$ cat src/rtl/mem_port_arbiter_pkg.sv
// mem_port_arbiter_pkg
//   Shared types and helpers for the unified memory port arbiter.
//   - arb_state_e : owner of the single outstanding transaction
//   - cnt_width() : width needed for a counter that saturates at a given value
package mem_port_arbiter_pkg;

    // The encodings are fixed so that they line up with the core's debug view of the arbiter.
    typedef enum logic [1:0] {
        ArbIdle = 2'b00,
        ArbIf   = 2'b01,
        ArbLsu  = 2'b10
    } arb_state_e;

    // Width of a counter that must hold every value from 0 up to max_val inclusive.
    function automatic int unsigned cnt_width(input int unsigned max_val);
        if (max_val < 1) begin
            return 1;
        end
        return $clog2(max_val + 1);
    endfunction

endpackage

$ cat src/rtl/mem_port_arbiter_if.sv
// mem_port_arbiter_if
//   Bundles the fetch, load/store and memory-side signals of the arbiter.
//   Signals:
//     if_*   : fetch request (valid/addr/ready) and response (valid/data)
//     lsu_*  : load/store request (valid/we/addr/wdata/wmask/ready) and response
//     mem_*  : muxed request towards memory and its response
//     busy_out / err_out : status
//   Modports:
//     slave  : the arbiter itself (serves the core requesters, drives memory)
//     master : the environment (fetch unit, LSU and memory model)
interface mem_port_arbiter_if #(
    parameter int unsigned ADDR_W = 32,
    parameter int unsigned DATA_W = 32
);
    logic                  if_req_valid_in;
    logic [ADDR_W-1:0]     if_addr_in;
    logic                  if_req_ready_out;
    logic                  if_rsp_valid_out;
    logic [DATA_W-1:0]     if_rsp_data_out;

    logic                  lsu_req_valid_in;
    logic                  lsu_we_in;
    logic [ADDR_W-1:0]     lsu_addr_in;
    logic [DATA_W-1:0]     lsu_wdata_in;
    logic [DATA_W/8-1:0]   lsu_wmask_in;
    logic                  lsu_req_ready_out;
    logic                  lsu_rsp_valid_out;
    logic [DATA_W-1:0]     lsu_rsp_data_out;

    logic                  mem_req_valid_out;
    logic                  mem_req_ready_in;
    logic                  mem_we_out;
    logic [ADDR_W-1:0]     mem_addr_out;
    logic [DATA_W-1:0]     mem_wdata_out;
    logic [DATA_W/8-1:0]   mem_wmask_out;
    logic                  mem_rsp_valid_in;
    logic [DATA_W-1:0]     mem_rsp_data_in;

    logic                  busy_out;
    logic                  err_out;

    modport slave (
        input  if_req_valid_in, if_addr_in,
        output if_req_ready_out, if_rsp_valid_out, if_rsp_data_out,
        input  lsu_req_valid_in, lsu_we_in, lsu_addr_in, lsu_wdata_in, lsu_wmask_in,
        output lsu_req_ready_out, lsu_rsp_valid_out, lsu_rsp_data_out,
        output mem_req_valid_out, mem_we_out, mem_addr_out, mem_wdata_out, mem_wmask_out,
        input  mem_req_ready_in, mem_rsp_valid_in, mem_rsp_data_in,
        output busy_out, err_out
    );

    modport master (
        output if_req_valid_in, if_addr_in,
        input  if_req_ready_out, if_rsp_valid_out, if_rsp_data_out,
        output lsu_req_valid_in, lsu_we_in, lsu_addr_in, lsu_wdata_in, lsu_wmask_in,
        input  lsu_req_ready_out, lsu_rsp_valid_out, lsu_rsp_data_out,
        input  mem_req_valid_out, mem_we_out, mem_addr_out, mem_wdata_out, mem_wmask_out,
        output mem_req_ready_in, mem_rsp_valid_in, mem_rsp_data_in,
        input  busy_out, err_out
    );

endinterface

$ cat src/rtl/mem_port_arbiter.sv
// mem_port_arbiter
//   Shares one memory port between instruction fetch and the load/store unit. Only one
//   transaction is outstanding at a time. The LSU wins by default; after STARVE_MAX
//   consecutive LSU grants while fetch was waiting, fetch is forced to win once.
//   Ports:
//     clk  : clock, all state updates on the rising edge
//     rst  : synchronous active-high reset (drops any in-flight transaction)
//     bus  : mem_port_arbiter_if.slave, fetch/LSU request+response and memory port
//   Parameters:
//     ADDR_W, DATA_W : address and data width
//     STARVE_MAX     : LSU grants with fetch pending before fetch is forced (>= 1)
module mem_port_arbiter
    import mem_port_arbiter_pkg::*;
#(
    parameter int unsigned ADDR_W     = 32,
    parameter int unsigned DATA_W     = 32,
    parameter int unsigned STARVE_MAX = 4
) (
    input logic               clk,
    input logic               rst,
    mem_port_arbiter_if.slave bus
);

    localparam int unsigned     CntW      = cnt_width(STARVE_MAX);
    localparam logic [CntW-1:0] StarveMax = CntW'(STARVE_MAX);

    arb_state_e      state_q, state_d;
    logic [CntW-1:0] starve_cnt_q, starve_cnt_d;
    logic            err_q, err_d;

    logic            win_if;
    logic            win_lsu;
    logic            starved;

    always_ff @(posedge clk) begin
        if (rst) begin
            state_q      <= ArbIdle;
            starve_cnt_q <= '0;
            err_q        <= 1'b0;
        end else begin
            state_q      <= state_d;
            starve_cnt_q <= starve_cnt_d;
            err_q        <= err_d;
        end
    end

    // Winner selection; only acted upon in the idle state.
    always_comb begin
        starved = bus.if_req_valid_in && (starve_cnt_q == StarveMax);
        win_lsu = bus.lsu_req_valid_in && !starved;
        win_if  = !win_lsu && bus.if_req_valid_in;
    end

    always_comb begin
        state_d       = state_q;
        starve_cnt_d  = starve_cnt_q;
        err_d         = err_q;

        bus.mem_req_valid_out = 1'b0;
        bus.mem_we_out        = 1'b0;
        bus.mem_addr_out      = '0;
        bus.mem_wdata_out     = '0;
        bus.mem_wmask_out     = '0;
        bus.if_req_ready_out  = 1'b0;
        bus.lsu_req_ready_out = 1'b0;
        bus.if_rsp_valid_out  = 1'b0;
        bus.lsu_rsp_valid_out = 1'b0;

        case (state_q)
            ArbIdle: begin
                // Nothing is outstanding, so any response here is a protocol violation.
                if (bus.mem_rsp_valid_in) begin
                    err_d = 1'b1;
                end

                if (win_lsu) begin
                    bus.mem_req_valid_out = 1'b1;
                    bus.mem_we_out        = bus.lsu_we_in;
                    bus.mem_addr_out      = bus.lsu_addr_in;
                    bus.mem_wdata_out     = bus.lsu_wdata_in;
                    bus.mem_wmask_out     = bus.lsu_wmask_in;
                    bus.lsu_req_ready_out = bus.mem_req_ready_in;
                    if (bus.mem_req_ready_in) begin
                        state_d = ArbLsu;
                        // Count only grants that made fetch wait; saturation is defensive.
                        if (bus.if_req_valid_in) begin
                            if (starve_cnt_q != StarveMax) begin
                                starve_cnt_d = starve_cnt_q + 1'b1;
                            end
                        end else begin
                            starve_cnt_d = '0;
                        end
                    end
                end else if (win_if) begin
                    bus.mem_req_valid_out = 1'b1;
                    bus.mem_addr_out      = bus.if_addr_in;
                    bus.if_req_ready_out  = bus.mem_req_ready_in;
                    if (bus.mem_req_ready_in) begin
                        state_d      = ArbIf;
                        starve_cnt_d = '0;
                    end
                end
            end

            ArbIf: begin
                if (bus.mem_rsp_valid_in) begin
                    bus.if_rsp_valid_out = 1'b1;
                    state_d              = ArbIdle;
                end
            end

            ArbLsu: begin
                if (bus.mem_rsp_valid_in) begin
                    bus.lsu_rsp_valid_out = 1'b1;
                    state_d               = ArbIdle;
                end
            end

            default: begin
                state_d = ArbIdle;
            end
        endcase
    end

    // Data is broadcast to both requesters; only the valids carry ownership.
    assign bus.if_rsp_data_out  = bus.mem_rsp_data_in;
    assign bus.lsu_rsp_data_out = bus.mem_rsp_data_in;

    assign bus.busy_out = (state_q != ArbIdle);
    assign bus.err_out  = err_q;

endmodule

$ cat src/flat_wrapper.sv
// flat-port wrapper written by rule: the top's interface ports become plain ports
module mem_port_arbiter_flat import mem_port_arbiter_pkg::*;
#(
    parameter int unsigned ADDR_W     = 32,
    parameter int unsigned DATA_W     = 32,
    parameter int unsigned STARVE_MAX = 4
)
  (clk, rst, bus_if_req_valid_in, bus_if_addr_in, bus_if_req_ready_out, bus_if_rsp_valid_out, bus_if_rsp_data_out, bus_lsu_req_valid_in, bus_lsu_we_in, bus_lsu_addr_in, bus_lsu_wdata_in, bus_lsu_wmask_in, bus_lsu_req_ready_out, bus_lsu_rsp_valid_out, bus_lsu_rsp_data_out, bus_mem_req_valid_out, bus_mem_we_out, bus_mem_addr_out, bus_mem_wdata_out, bus_mem_wmask_out, bus_mem_req_ready_in, bus_mem_rsp_valid_in, bus_mem_rsp_data_in, bus_busy_out, bus_err_out);
  mem_port_arbiter_if #(.ADDR_W(ADDR_W), .DATA_W(DATA_W)) bus_i ();
  input logic clk;
  input logic rst;
  input wire logic [$bits(bus_i.if_req_valid_in)-1:0] bus_if_req_valid_in;
  input wire logic [$bits(bus_i.if_addr_in)-1:0] bus_if_addr_in;
  output wire logic [$bits(bus_i.if_req_ready_out)-1:0] bus_if_req_ready_out;
  output wire logic [$bits(bus_i.if_rsp_valid_out)-1:0] bus_if_rsp_valid_out;
  output wire logic [$bits(bus_i.if_rsp_data_out)-1:0] bus_if_rsp_data_out;
  input wire logic [$bits(bus_i.lsu_req_valid_in)-1:0] bus_lsu_req_valid_in;
  input wire logic [$bits(bus_i.lsu_we_in)-1:0] bus_lsu_we_in;
  input wire logic [$bits(bus_i.lsu_addr_in)-1:0] bus_lsu_addr_in;
  input wire logic [$bits(bus_i.lsu_wdata_in)-1:0] bus_lsu_wdata_in;
  input wire logic [$bits(bus_i.lsu_wmask_in)-1:0] bus_lsu_wmask_in;
  output wire logic [$bits(bus_i.lsu_req_ready_out)-1:0] bus_lsu_req_ready_out;
  output wire logic [$bits(bus_i.lsu_rsp_valid_out)-1:0] bus_lsu_rsp_valid_out;
  output wire logic [$bits(bus_i.lsu_rsp_data_out)-1:0] bus_lsu_rsp_data_out;
  output wire logic [$bits(bus_i.mem_req_valid_out)-1:0] bus_mem_req_valid_out;
  output wire logic [$bits(bus_i.mem_we_out)-1:0] bus_mem_we_out;
  output wire logic [$bits(bus_i.mem_addr_out)-1:0] bus_mem_addr_out;
  output wire logic [$bits(bus_i.mem_wdata_out)-1:0] bus_mem_wdata_out;
  output wire logic [$bits(bus_i.mem_wmask_out)-1:0] bus_mem_wmask_out;
  input wire logic [$bits(bus_i.mem_req_ready_in)-1:0] bus_mem_req_ready_in;
  input wire logic [$bits(bus_i.mem_rsp_valid_in)-1:0] bus_mem_rsp_valid_in;
  input wire logic [$bits(bus_i.mem_rsp_data_in)-1:0] bus_mem_rsp_data_in;
  output wire logic [$bits(bus_i.busy_out)-1:0] bus_busy_out;
  output wire logic [$bits(bus_i.err_out)-1:0] bus_err_out;
  assign bus_i.if_req_valid_in = bus_if_req_valid_in;
  assign bus_i.if_addr_in = bus_if_addr_in;
  assign bus_if_req_ready_out = bus_i.if_req_ready_out;
  assign bus_if_rsp_valid_out = bus_i.if_rsp_valid_out;
  assign bus_if_rsp_data_out = bus_i.if_rsp_data_out;
  assign bus_i.lsu_req_valid_in = bus_lsu_req_valid_in;
  assign bus_i.lsu_we_in = bus_lsu_we_in;
  assign bus_i.lsu_addr_in = bus_lsu_addr_in;
  assign bus_i.lsu_wdata_in = bus_lsu_wdata_in;
  assign bus_i.lsu_wmask_in = bus_lsu_wmask_in;
  assign bus_lsu_req_ready_out = bus_i.lsu_req_ready_out;
  assign bus_lsu_rsp_valid_out = bus_i.lsu_rsp_valid_out;
  assign bus_lsu_rsp_data_out = bus_i.lsu_rsp_data_out;
  assign bus_mem_req_valid_out = bus_i.mem_req_valid_out;
  assign bus_mem_we_out = bus_i.mem_we_out;
  assign bus_mem_addr_out = bus_i.mem_addr_out;
  assign bus_mem_wdata_out = bus_i.mem_wdata_out;
  assign bus_mem_wmask_out = bus_i.mem_wmask_out;
  assign bus_i.mem_req_ready_in = bus_mem_req_ready_in;
  assign bus_i.mem_rsp_valid_in = bus_mem_rsp_valid_in;
  assign bus_i.mem_rsp_data_in = bus_mem_rsp_data_in;
  assign bus_busy_out = bus_i.busy_out;
  assign bus_err_out = bus_i.err_out;
  mem_port_arbiter #(.ADDR_W(ADDR_W), .DATA_W(DATA_W), .STARVE_MAX(STARVE_MAX)) u_core (.clk(clk), .rst(rst), .bus(bus_i));
endmodule
$ cat config.mk
export PLATFORM = sky130hd
export DESIGN_NAME = mem_port_arbiter_flat
export DESIGN_NICKNAME = d
export VERILOG_FILES = /design/src/rtl/mem_port_arbiter_pkg.sv /design/src/rtl/mem_port_arbiter_if.sv /design/src/rtl/mem_port_arbiter.sv /design/src/flat_wrapper.sv
export SDC_FILE = /design/constraint.sdc
export NUM_CORES = 1
export LEC_CHECK = 0
export ABC_CLOCK_PERIOD_IN_PS = 2410
export CAP_MARGIN = 25
export CORE_AREA = 2 2 108 110
export DETAILED_ROUTE_END_ITERATION = 12
export DIE_AREA = 0 0 110 112
export SYNTH_ARGS = -nofsm -noshare
export SYNTH_HDL_FRONTEND = slang
export SYNTH_SLANG_ARGS = --single-unit
$ cat constraint.sdc
create_clock -name clk -period 2.41 [get_ports clk]
set_clock_uncertainty 0.2 [all_clocks]
set_input_delay 0.241 -clock clk [delete_from_list [all_inputs] [get_ports clk]]
set_output_delay 0.241 -clock clk [all_outputs]
set_load 0.01 [all_outputs]
==> results of run 1 <==
[report_power, final]
| group | switching [W] | internal [W] | total, W |
|---|---|---|---|
| registers | 0.00000529 | 0.000108 | 0.000113 |
| clock network | 0.0000565 | 0.000213 | 0.000270 |
| logic | 0.000331 | 0.000513 | 0.000844 |
[worst paths after layout]
path	end	slack, ns
setup / recovery	bus_mem_addr_out[28]	0.09
hold / removal	u_core.bus.err_out	0.27
setup reg to reg	u_core.state_q[1]	0.69
hold reg to reg	u_core.bus.err_out	0.27
[layer usage]
layer,track usage,wire length (µm),vias to the layer above
met5,0,0,-
met4,0.02110,82,0
met3,0.04684,1075,20
met2,0.1877,3539,118
met1,0.1100,2593,813
li1,-,-,870
[timing repair]
item / in CTS / in global routing
pin swaps: 2 / 2
resized for setup: 68 / 17
setup buffers: 3 / 1
cloned: 3 / 0
endpoints found under the setup margin: 71 / 46
[flip-flops by register name, indices dropped and copies added (netlist names)]
register,count
u_core.bus.err_out,1
u_core.state_q,2
u_core.starve_cnt_q,3
[Yosys cell counts]
cell	instances
nor2_1	4
dfxtp_1	6
a22o_1	32
a211oi_1	1
inv_1	5
a32o_1	1
a221oi_1	1
a21oi_1	3
o211a_1	1
o211ai_1	1
nand2_1	5
nand3_1	1
a21boi_2	1
and2_1	42
clkbuf_1	3
a21bo_2	1
buf_4	64
nand3_2	1
o311ai_0	1
nand4_1	4
ha_1	5
nand2b_1	1
a31oi_1	1
and3_1	1
nor2b_1	1
nor2_2	1
buf_6	4
buf_2	6
nand4b_1	1
[final cells by class]
| class | count | area, µm² |
|---|---|---|
| Fill cell | 1192 | 7936 |
| Inverter | 5 | 18.77 |
| Tap cell | 143 | 178.9 |
| Multi-Input combinational cell | 111 | 850.8 |
| Timing Repair Buffer | 198 | 1994 |
| Sequential cell | 6 | 120.1 |
| Clock buffer | 3 | 75.07 |
[worst max-delay path: stages]
cell             delay, ns
clkdlybuf4s50_1       0.54
nand3_2               0.10
and3_4                0.19
buf_4                 0.14
buf_12                0.15
a22o_1                0.24
dlygate4sd2_1         0.28
[through the flow]
stage	std cells	hold slack [ns]	worst slack (ns)	TNS, ns	power, W
after floorplan	199	0.1101	0.5586	0	0.0005556
after CTS	465	0.2821	-0.1397	-1.201	0.001237
after global placement	456	0.2689	-0.03678	-0.7083	0.0009532
after detailed placement	456	0.2755	-0.07282	-2.358	0.0009590
after global routing	466	0.2820	-0.008840	-0.02411	0.001303
final	466	0.2745	0.08588	0	0.001227
[kinds of logic (layout without fill, tap and decap cells)]
logic type	after synthesis	after routing	synth area share
buffers and inverters	82	206	0.3868
AND/OR/NAND/NOR	62	62	0.2446
AO/OA/AOI/OAI	44	44	0.2479
flip-flops	6	6	0.07934
adder cells (fa/ha/maj)	5	5	0.04132
==> impl_metrics.prom, run 1 <==
# TYPE chip_impl_metric gauge
chip_impl_metric{name="max-vdd-ir-drop",unit="mV"} 0.3420
chip_impl_metric{name="drv_slew",unit=""} 0
chip_impl_metric{name="final_util",unit=""} 0.2898
chip_impl_metric{name="grt_max_degree",unit=""} 30
chip_impl_info{name="hp-start",value="u_core.bus.err_out"} 1
chip_impl_metric{name="post_route_cells_drive_above_1_share",unit=""} 0.08978
chip_impl_metric{name="grt_pass1_vias",unit=""} 1815
chip_impl_metric{name="shortest_period_the_worst_path_allows",unit="ns"} 2.324
chip_impl_info{name="crit_type",value="primary input to primary output"} 1
chip_impl_info{name="worst_setup_path_start_kind",value="primary input"} 1
chip_impl_info{name="clock-root-buffer",value="clkbuf_16"} 1
chip_impl_info{name="clock_tree_from_tritoncts",value="yes"} 1
chip_impl_metric{name="n_antenna_cell",unit=""} 0
chip_impl_metric{name="clock_transition_at_path_regs",unit="ns"} 0.03
chip_impl_info{name="critical_path.startpoint",value="bus_if_req_valid_in"} 1
chip_impl_info{name="worstReg2RegStart",value="u_core.state_q[1]"} 1
chip_impl_metric{name="initial_core_util",unit=""} 0.1355
chip_impl_metric{name="initial_antenna_violation_count",unit=""} 0
chip_impl_metric{name="htreeDepth",unit=""} 1
chip_impl_metric{name="final_area",unit="µm²"} 3238
chip_impl_metric{name="ff2ff_path_depth",unit=""} 6
chip_impl_info{name="rsz_0062_raised_after_global_routing",value="yes"} 1
chip_impl_metric{name="seq_area_frac_synth",unit=""} 0.07934
chip_impl_metric{name="via_per_inst",unit=""} 3.908
chip_impl_metric{name="path_max_fanout",unit=""} 29
chip_impl_metric{name="synthesized_nets",unit=""} 343
chip_impl_info{name="cp-end-kind",value="primary output"} 1
chip_impl_metric{name="max_cap_violations",unit=""} 0
chip_impl_info{name="cell_types_occupying_the_most_area_after_synthesis",value="buf_4, a22o_1, and2_1"} 1
chip_impl_metric{name="area.growth.synth_to_final",unit="%"} 113.9
chip_impl_metric{name="die_w",unit="µm"} 110
chip_impl_metric{name="yosys.cell_types.count",unit=""} 29
chip_impl_metric{name="final_net_count",unit=""} 469
chip_impl_metric{name="synth.ff_latch_count",unit=""} 6
chip_impl_metric{name="route.detailed.wl_per_inst",unit="µm"} 15.65
chip_impl_info{name="final_common_cell",value="clkdlybuf4s50_1"} 1
chip_impl_metric{name="critical_path_arrival",unit="ns"} 1.88
chip_impl_metric{name="timing.final.hold_violations",unit=""} 0
chip_impl_metric{name="drtPass1Iterations",unit=""} 4
chip_impl_metric{name="io_buffer_count",unit=""} 182
chip_impl_metric{name="clock_tree.buffer_depth",unit=""} 2
chip_impl_info{name="status",value="finished, final reports clean"} 1
chip_impl_metric{name="detailroute.via_count",unit=""} 1821
chip_impl_metric{name="globalRoute.totalOverflow",unit=""} 0
chip_impl_metric{name="floorplan.core_area",unit="µm²"} 11170
chip_impl_metric{name="max_slew.worst_pin.slew",unit="ns"} 0.2927
chip_impl_metric{name="post-route-period-util",unit=""} 0.9644
chip_impl_metric{name="floorplan.rows",unit=""} 39
chip_impl_metric{name="global_route_wire_length_before_repair",unit="µm"} 9998
chip_impl_metric{name="clk-insertion-delay-late",unit="ns"} 0.23
chip_impl_metric{name="cellLeakagePower",unit="nW"} 1.578
chip_impl_metric{name="yosysWarningCount",unit=""} 0
chip_impl_metric{name="cts_buffers",unit=""} 3
chip_impl_metric{name="cts_hold_buf",unit=""} 0
chip_impl_metric{name="clock_sink_count",unit=""} 6
chip_impl_metric{name="place.detailed.hpwl",unit="µm"} 5482
chip_impl_info{name="worstHoldPathType",value="flip-flop to flip-flop"} 1
chip_impl_metric{name="grt_util_all_layers",unit=""} 0.1041
chip_impl_metric{name="powerDensity",unit="nW/µm²"} 378.8
chip_impl_metric{name="mapped_area",unit="µm²"} 1514
chip_impl_info{name="synth_top_area_cell",value="buf_4"} 1
chip_impl_metric{name="wl",unit="µm"} 7291
chip_impl_metric{name="achievable-frequency",unit="GHz"} 0.4303
chip_impl_metric{name="cp.required",unit="ns"} 1.97
chip_impl_metric{name="placedInstanceArea",unit="µm²"} 3042
chip_impl_metric{name="route.antenna.remaining_nets",unit=""} 0
chip_impl_metric{name="floorplan.die_area",unit="µm²"} 12320
chip_impl_metric{name="post-route-drc-count",unit=""} 0
chip_impl_metric{name="final-setup-viol-count",unit=""} 0
chip_impl_metric{name="synthesis.area_per_instance",unit="µm²"} 7.608
chip_impl_info{name="most-common-layout-cells",value="clkdlybuf4s50_1, dlygate4sd2_1, and2_1, a22o_1"} 1
chip_impl_metric{name="synth_top_cell_area_share",unit=""} 0.3174
chip_impl_metric{name="syn-instance-count",unit=""} 199
chip_impl_metric{name="globalplace.congestion",unit=""} 0.7663
chip_impl_metric{name="maxSlewHeadroom",unit=""} 0.8024
chip_impl_metric{name="drt_iter0_markers",unit=""} 39
chip_impl_metric{name="worstHoldPathCells",unit=""} 2
chip_impl_metric{name="boundaryPins",unit=""} 279
chip_impl_metric{name="die_ht",unit="µm"} 112
No activity file was read; power rests on OpenSTA's default activity.
==> inputs of run 2 (changes only) <==
--- a/config.mk
+++ b/config.mk
@@ -10,6 +10,7 @@
 export CORE_AREA = 2 2 108 110
 export DETAILED_ROUTE_END_ITERATION = 12
 export DIE_AREA = 0 0 110 112
+export SETUP_SLACK_MARGIN = 0.02
 export SYNTH_ARGS = -nofsm -noshare
 export SYNTH_HDL_FRONTEND = slang
 export SYNTH_SLANG_ARGS = --single-unit
==> impl_metrics.prom, run 2 (same netlist as run 1, synthesis figures left out) <==
# TYPE chip_impl_metric gauge
chip_impl_metric{name="boundaryPins",unit=""} 279
chip_impl_metric{name="clock_transition_at_path_regs",unit="ns"} 0.03
chip_impl_metric{name="cp.required",unit="ns"} 1.97
chip_impl_metric{name="grt_pass1_vias",unit=""} 1814
chip_impl_metric{name="floorplan.rows",unit=""} 39
chip_impl_metric{name="globalRoute.totalOverflow",unit=""} 0
chip_impl_metric{name="clk-insertion-delay-late",unit="ns"} 0.23
chip_impl_metric{name="n_antenna_cell",unit=""} 0
chip_impl_metric{name="io_buffer_count",unit=""} 182
chip_impl_metric{name="cts_hold_buf",unit=""} 0
chip_impl_info{name="critical_path.startpoint",value="bus_if_req_valid_in"} 1
chip_impl_metric{name="timing.final.hold_violations",unit=""} 0
chip_impl_metric{name="max_cap_violations",unit=""} 0
chip_impl_info{name="final_common_cell",value="clkdlybuf4s50_1"} 1
chip_impl_info{name="worst_setup_path_start_kind",value="primary input"} 1
chip_impl_metric{name="final_net_count",unit=""} 470
chip_impl_info{name="worstHoldPathType",value="flip-flop to flip-flop"} 1
chip_impl_metric{name="powerDensity",unit="nW/µm²"} 378.1
chip_impl_metric{name="max-vdd-ir-drop",unit="mV"} 0.3420
chip_impl_metric{name="path_max_fanout",unit=""} 29
chip_impl_metric{name="wl",unit="µm"} 7284
chip_impl_info{name="regMostFlops",value="u_core.starve_cnt_q"} 1
chip_impl_metric{name="route.antenna.remaining_nets",unit=""} 0
chip_impl_info{name="crit_type",value="primary input to primary output"} 1
chip_impl_metric{name="placedInstanceArea",unit="µm²"} 3042
chip_impl_metric{name="final-setup-viol-count",unit=""} 0
chip_impl_metric{name="cellLeakagePower",unit="nW"} 1.576
chip_impl_metric{name="max_slew.worst_pin.slew",unit="ns"} 0.2992
chip_impl_metric{name="layout.area.seq",unit="µm²"} 120.1
chip_impl_metric{name="clock_sink_count",unit=""} 6
chip_impl_metric{name="cts_buffers",unit=""} 3
chip_impl_metric{name="place.detailed.instances",unit=""} 456
chip_impl_info{name="cp-end-kind",value="primary output"} 1
chip_impl_metric{name="final_cells",unit=""} 467
chip_impl_metric{name="floorplan.core_area",unit="µm²"} 11170
chip_impl_metric{name="place.detailed.hpwl",unit="µm"} 5482
chip_impl_metric{name="globalplace.congestion",unit=""} 0.7663
chip_impl_metric{name="route.detailed.wl_per_inst",unit="µm"} 15.60
chip_impl_metric{name="via_per_inst",unit=""} 3.912
chip_impl_metric{name="area.growth.synth_to_final",unit="%"} 114.6
chip_impl_metric{name="nFillCells",unit=""} 1189
chip_impl_metric{name="htreeDepth",unit=""} 1
chip_impl_metric{name="achievable-frequency",unit="GHz"} 0.4317
chip_impl_metric{name="final_area",unit="µm²"} 3249
chip_impl_metric{name="floorplan.die_area",unit="µm²"} 12320
chip_impl_metric{name="global_route_wire_length_before_repair",unit="µm"} 9998
chip_impl_metric{name="critical_path_arrival",unit="ns"} 1.88
chip_impl_metric{name="largest_register_ff_count",unit=""} 3
chip_impl_metric{name="die_ht",unit="µm"} 112
chip_impl_info{name="rsz_0062_raised_after_global_routing",value="yes"} 1
chip_impl_info{name="most-common-layout-cells",value="clkdlybuf4s50_1, dlygate4sd2_1, and2_1, a22o_1, buf_4"} 1
chip_impl_metric{name="post_route_cells_drive_above_1_share",unit=""} 0.09259
chip_impl_info{name="clock_tree_from_tritoncts",value="yes"} 1
chip_impl_metric{name="shortest_period_the_worst_path_allows",unit="ns"} 2.317
chip_impl_metric{name="multiInputGateArea",unit="µm²"} 850.8
chip_impl_info{name="hp-start",value="u_core.bus.err_out"} 1
chip_impl_metric{name="post-route-drc-count",unit=""} 0
chip_impl_metric{name="drtPass1Iterations",unit=""} 4
chip_impl_metric{name="clock_tree.buffer_depth",unit=""} 2
chip_impl_metric{name="die_w",unit="µm"} 110
chip_impl_metric{name="drt_iter0_markers",unit=""} 53
chip_impl_metric{name="grt_max_degree",unit=""} 30
chip_impl_metric{name="drv_slew",unit=""} 0
chip_impl_info{name="worstReg2RegStart",value="u_core.state_q[1]"} 1
chip_impl_info{name="status",value="finished, final reports clean"} 1
chip_impl_metric{name="initial_antenna_violation_count",unit=""} 0
chip_impl_metric{name="grt_util_all_layers",unit=""} 0.1041
chip_impl_metric{name="detailroute.via_count",unit=""} 1827
chip_impl_metric{name="initial_core_util",unit=""} 0.1355
chip_impl_info{name="clock-root-buffer",value="clkbuf_16"} 1
chip_impl_metric{name="maxSlewHeadroom",unit=""} 0.7980
chip_impl_metric{name="post-route-period-util",unit=""} 0.9613
==> run 2: cell count changes in the layout (fill, tap and decap cells not counted), sizes merged <==
cell / delta
buf: +1
clkdlybuf4s15: +3
dlygate4sd2: -3
==> run 2: what timing repair did <==
item / CTS / global route
buffers inserted: 3 / 2
setup endpoints to repair: 71 / 57
cloned: 3 / 0
endpoints found under the hold margin: 0 / 0
pin swaps: 2 / 2
gates resized for setup: 68 / 20
==> run 2: final timing paths <==
kind	end	slack, ns	depth (start not counted)
worst max-delay path	bus_mem_addr_out[20]	0.09	7
worst min-delay path	u_core.bus.err_out	0.27	2
worst max register to register	u_core.state_q[1]	0.68	6
worst min register to register	u_core.bus.err_out	0.27	2
==> run 2: per-stage QoR <==
step                hold WS (ns)  setup TNS (ns)  worst slack, ns  power (W)  utilization
floorplan                 0.1101               0           0.5586  0.0005556            -
global placement          0.2689         -0.7083         -0.03678  0.0009532       0.2722
detailed placement        0.2755          -2.358         -0.07282  0.0009590       0.2722
CTS                       0.2821          -1.201          -0.1397   0.001237       0.2843
global route              0.2820               0         0.003681   0.001306       0.2908
finish                    0.2746               0          0.09334   0.001229       0.2908
==> run 2: critical path, stage by stage <==
cell and delay, ns:
clkdlybuf4s50_1 0.54, nand3_2 0.10, and3_4 0.19, buf_4 0.14, buf_12 0.15, a22o_1 0.23
dlygate4sd2_1 0.28
==> run 2: layout make-up <==
cell class / count / area share
Timing Repair Buffer: 199 / 0.6172
Multi-Input combinational cell: 111 / 0.2618
Tap cell: 143 / 0.05506
Sequential cell: 6 / 0.03697
Clock buffer: 3 / 0.02310
Inverter: 5 / 0.005776
==> run 2: where the power goes <==
group	total [W]	leakage [nW]	switching, W	internal [W]
clock	0.000270	0.0370	0.0000567	0.000213
sequential	0.000113	0.0490	0.00000524	0.000108
combinational	0.000846	1.49	0.000331	0.000515
total	0.00123	1.58	0.000393	0.000836
==> run 2: metal layers <==
metal  up-vias  GRT usage  part of all wire
met5         -          0                 0
met4         0    0.02110             0.011
met3        20    0.04684              0.15
met2       118     0.1877              0.49
met1       816     0.1100              0.36
li1        873          -                 -
==> patch, RTL diff (flow settings as in run 2) <==
`STARVE_MAX` is set to 4 in 2 places; all go to 2.
--- a/src/rtl/mem_port_arbiter.sv
+++ b/src/rtl/mem_port_arbiter.sv
@@ -14,7 +14,7 @@
 #(
     parameter int unsigned ADDR_W     = 32,
     parameter int unsigned DATA_W     = 32,
-    parameter int unsigned STARVE_MAX = 4
+    parameter int unsigned STARVE_MAX = 2
 ) (
     input logic               clk,
     input logic               rst,
--- a/src/flat_wrapper.sv
+++ b/src/flat_wrapper.sv
@@ -3,7 +3,7 @@
 #(
     parameter int unsigned ADDR_W     = 32,
     parameter int unsigned DATA_W     = 32,
-    parameter int unsigned STARVE_MAX = 4
+    parameter int unsigned STARVE_MAX = 2
 )
   (clk, rst, bus_if_req_valid_in, bus_if_addr_in, bus_if_req_ready_out, bus_if_rsp_valid_out, bus_if_rsp_data_out, bus_lsu_req_valid_in, bus_lsu_we_in, bus_lsu_addr_in, bus_lsu_wdata_in, bus_lsu_wmask_in, bus_lsu_req_ready_out, bus_lsu_rsp_valid_out, bus_lsu_rsp_data_out, bus_mem_req_valid_out, bus_mem_we_out, bus_mem_addr_out, bus_mem_wdata_out, bus_mem_wmask_out, bus_mem_req_ready_in, bus_mem_rsp_valid_in, bus_mem_rsp_data_in, bus_busy_out, bus_err_out);
   mem_port_arbiter_if #(.ADDR_W(ADDR_W), .DATA_W(DATA_W)) bus_i ();
Check against the original RTL: not equivalent (Yosys sat finds a counterexample within 10 cycles, from zero or initial values and one cycle with rst high).
==> patch against run 2 <==
Area after synthesis is 4.5% lower; critical path depth stayed put; final area is 4.2% lower; worst setup slack worse by 1.5 ps; power is 7.5% lower; sequential cell count is 1 lower; sequential power is 16% lower; routed wire length is 0.49% higher; synthesized cell count is 3.0% lower; largest cell class unchanged; highest routed layer unchanged.
==> patch: results (changes against run 2) <==
\begin{tabular}{lr}
\hline
Metric & Value \\
\hline
\multicolumn{2}{l}{\textbf{Setup path}} \\
Register-to-register setup slack & 580 ps (was 680 ps) \\
Cells on worst reg2reg path & 7 (was 6) \\
Endpoint of the worst-slack reg-to-reg timing path & u\_core.state\_q[0]\$\_SDFFE\_PP0P\_ (was u\_core.state\_q[1]\$\_SDFFE\_PP0P\_) \\
\multicolumn{2}{l}{\textbf{GRT}} \\
All-Layer GR Usage & 0.105 (was 0.104) \\
Number of global-route vias before repair & 1,954 (was 1,814) \\
Pin count of the biggest net entering global routing & 34 (was 30) \\
First-pass GRT wire length & 9810 um (was 10000 um) \\
\multicolumn{2}{l}{\textbf{Cells and area}} \\
Ratio of cells with drive above 1 in the final layout & 0.0740 (was 0.0926) \\
Layout Nets & 455 (was 470) \\
Layout fillers & 1,216 (was 1,189) \\
\multicolumn{2}{l}{\textbf{Synth}} \\
Proportion of synthesized chip area in sequential cells & 0.0692 (was 0.0793) \\
Leading cell types by count after synthesis & sky130\_fd\_sc\_hd\_\_buf\_4, sky130\_fd\_sc\_hd\_\_and3\_1, sky130\_fd\_sc\_hd\_\_a22o\_1, sky130\_fd\_sc\_hd\_\_buf\_2, sky130\_fd\_sc\_hd\_\_clkbuf\_1 (was sky130\_fd\_sc\_hd\_\_buf\_4, sky130\_fd\_sc\_hd\_\_and2\_1, sky130\_fd\_sc\_hd\_\_a22o\_1, sky130\_fd\_sc\_hd\_\_buf\_2, sky130\_fd\_sc\_hd\_\_dfxtp\_1) \\
Number of nets in the synthesized netlist & 336 (was 343) \\
Post-synthesis compound-gate area fraction & 0.245 (was 0.248) \\
Share of synthesized cell area in full adder, half adder and majority cells & 0.0346 (was 0.0413) \\
Mapped Cells & 193 (was 199) \\
Largest cells by area after synthesis & sky130\_fd\_sc\_hd\_\_buf\_4, sky130\_fd\_sc\_hd\_\_a22o\_1, sky130\_fd\_sc\_hd\_\_and3\_1, sky130\_fd\_sc\_hd\_\_dfxtp\_1, sky130\_fd\_sc\_hd\_\_ha\_1 (was sky130\_fd\_sc\_hd\_\_buf\_4, sky130\_fd\_sc\_hd\_\_a22o\_1, sky130\_fd\_sc\_hd\_\_and2\_1, sky130\_fd\_sc\_hd\_\_dfxtp\_1, sky130\_fd\_sc\_hd\_\_ha\_1) \\
\multicolumn{2}{l}{\textbf{Status}} \\
Run status & finished clean (unchanged) \\
\multicolumn{2}{l}{\textbf{Placed design}} \\
Total placed cells including tap cells & 445 (was 456) \\
Placer's final routability congestion estimate & 0.687 (was 0.766) \\
Post-DP HPWL & 5700 um (was 5480 um) \\
Pre-CTS setup slack & -92.2 ps (was -72.8 ps) \\
Post-Place Cell Area & 0.00295 mm2 (was 0.00304 mm2) \\
\multicolumn{2}{l}{\textbf{Power}} \\
Static leakage power & 1.53 nW (was 1.58 nW) \\
Worst vdd ir & 0.117 mV (was 0.342 mV) \\
\multicolumn{2}{l}{\textbf{Routing}} \\
Vias post-DR & 1,855 (was 1,827) \\
\hline
\end{tabular}
## patch: cell count changes after synthesis, sizes merged, moves of 2 or more
cell    before  now
and3         1   38
a21oi        3    1
nand2        5    3
clkbuf       3    6
and2        42    4
nand4        4    0
nor3         0    2
## patch: per-layer routing
metal  wire, um  share of wire  up-vias  global-route usage
met2       3770           0.51      136               0.207
met4        264          0.036        0              0.0574
li1           -              -      860                   -
met3        989           0.14       27              0.0340
met5          0              0        -                   0
met1       2300           0.31      832              0.0885
## patch: worst min-delay path by stage
stage / end / slack (ps) / cells after the start
after floorplan: u_core.bus.err_out$_SDFFE_PP0P_ / 110 / 1
after global placement: u_core.bus.err_out$_SDFFE_PP0P_ / 260 / 2
after detailed placement: u_core.bus.err_out$_SDFFE_PP0P_ / 270 / 2
after CTS: u_core.bus.err_out$_SDFFE_PP0P_ / 280 / 2
after global routing: bus_lsu_rsp_data_out[12] / 280 / 0
final: u_core.bus.err_out$_SDFFE_PP0P_ / 270 / 2
## patch: tightest hold or removal path: stages (launching register included)
cell	delay, ps
sky130_fd_sc_hd__dfxtp_1	320
sky130_fd_sc_hd__a21oi_1	50
sky130_fd_sc_hd__nor2_1	70
## patch: timing repair
| item | CTS | global route |
|---|---|---|
| setup endpoints to repair | 72 | 11 |
| gates resized for setup | 80 | 14 |
| buffers inserted | 1 | 1 |
| hold buffers | 0 | 0 |
| pin swaps | 1 | 1 |
| cloned | 2 | 1 |
## patch: final cells by class
type | instances | area (um2) | share of cell area
Inverter | 5 | 18.8 | 0.00603
Timing Repair Buffer | 194 | 1950 | 0.625
Clock buffer | 4 | 78.8 | 0.0253
Multi-Input combinational cell | 103 | 792 | 0.254
Tap cell | 143 | 179 | 0.0575
Sequential cell | 5 | 100 | 0.0321
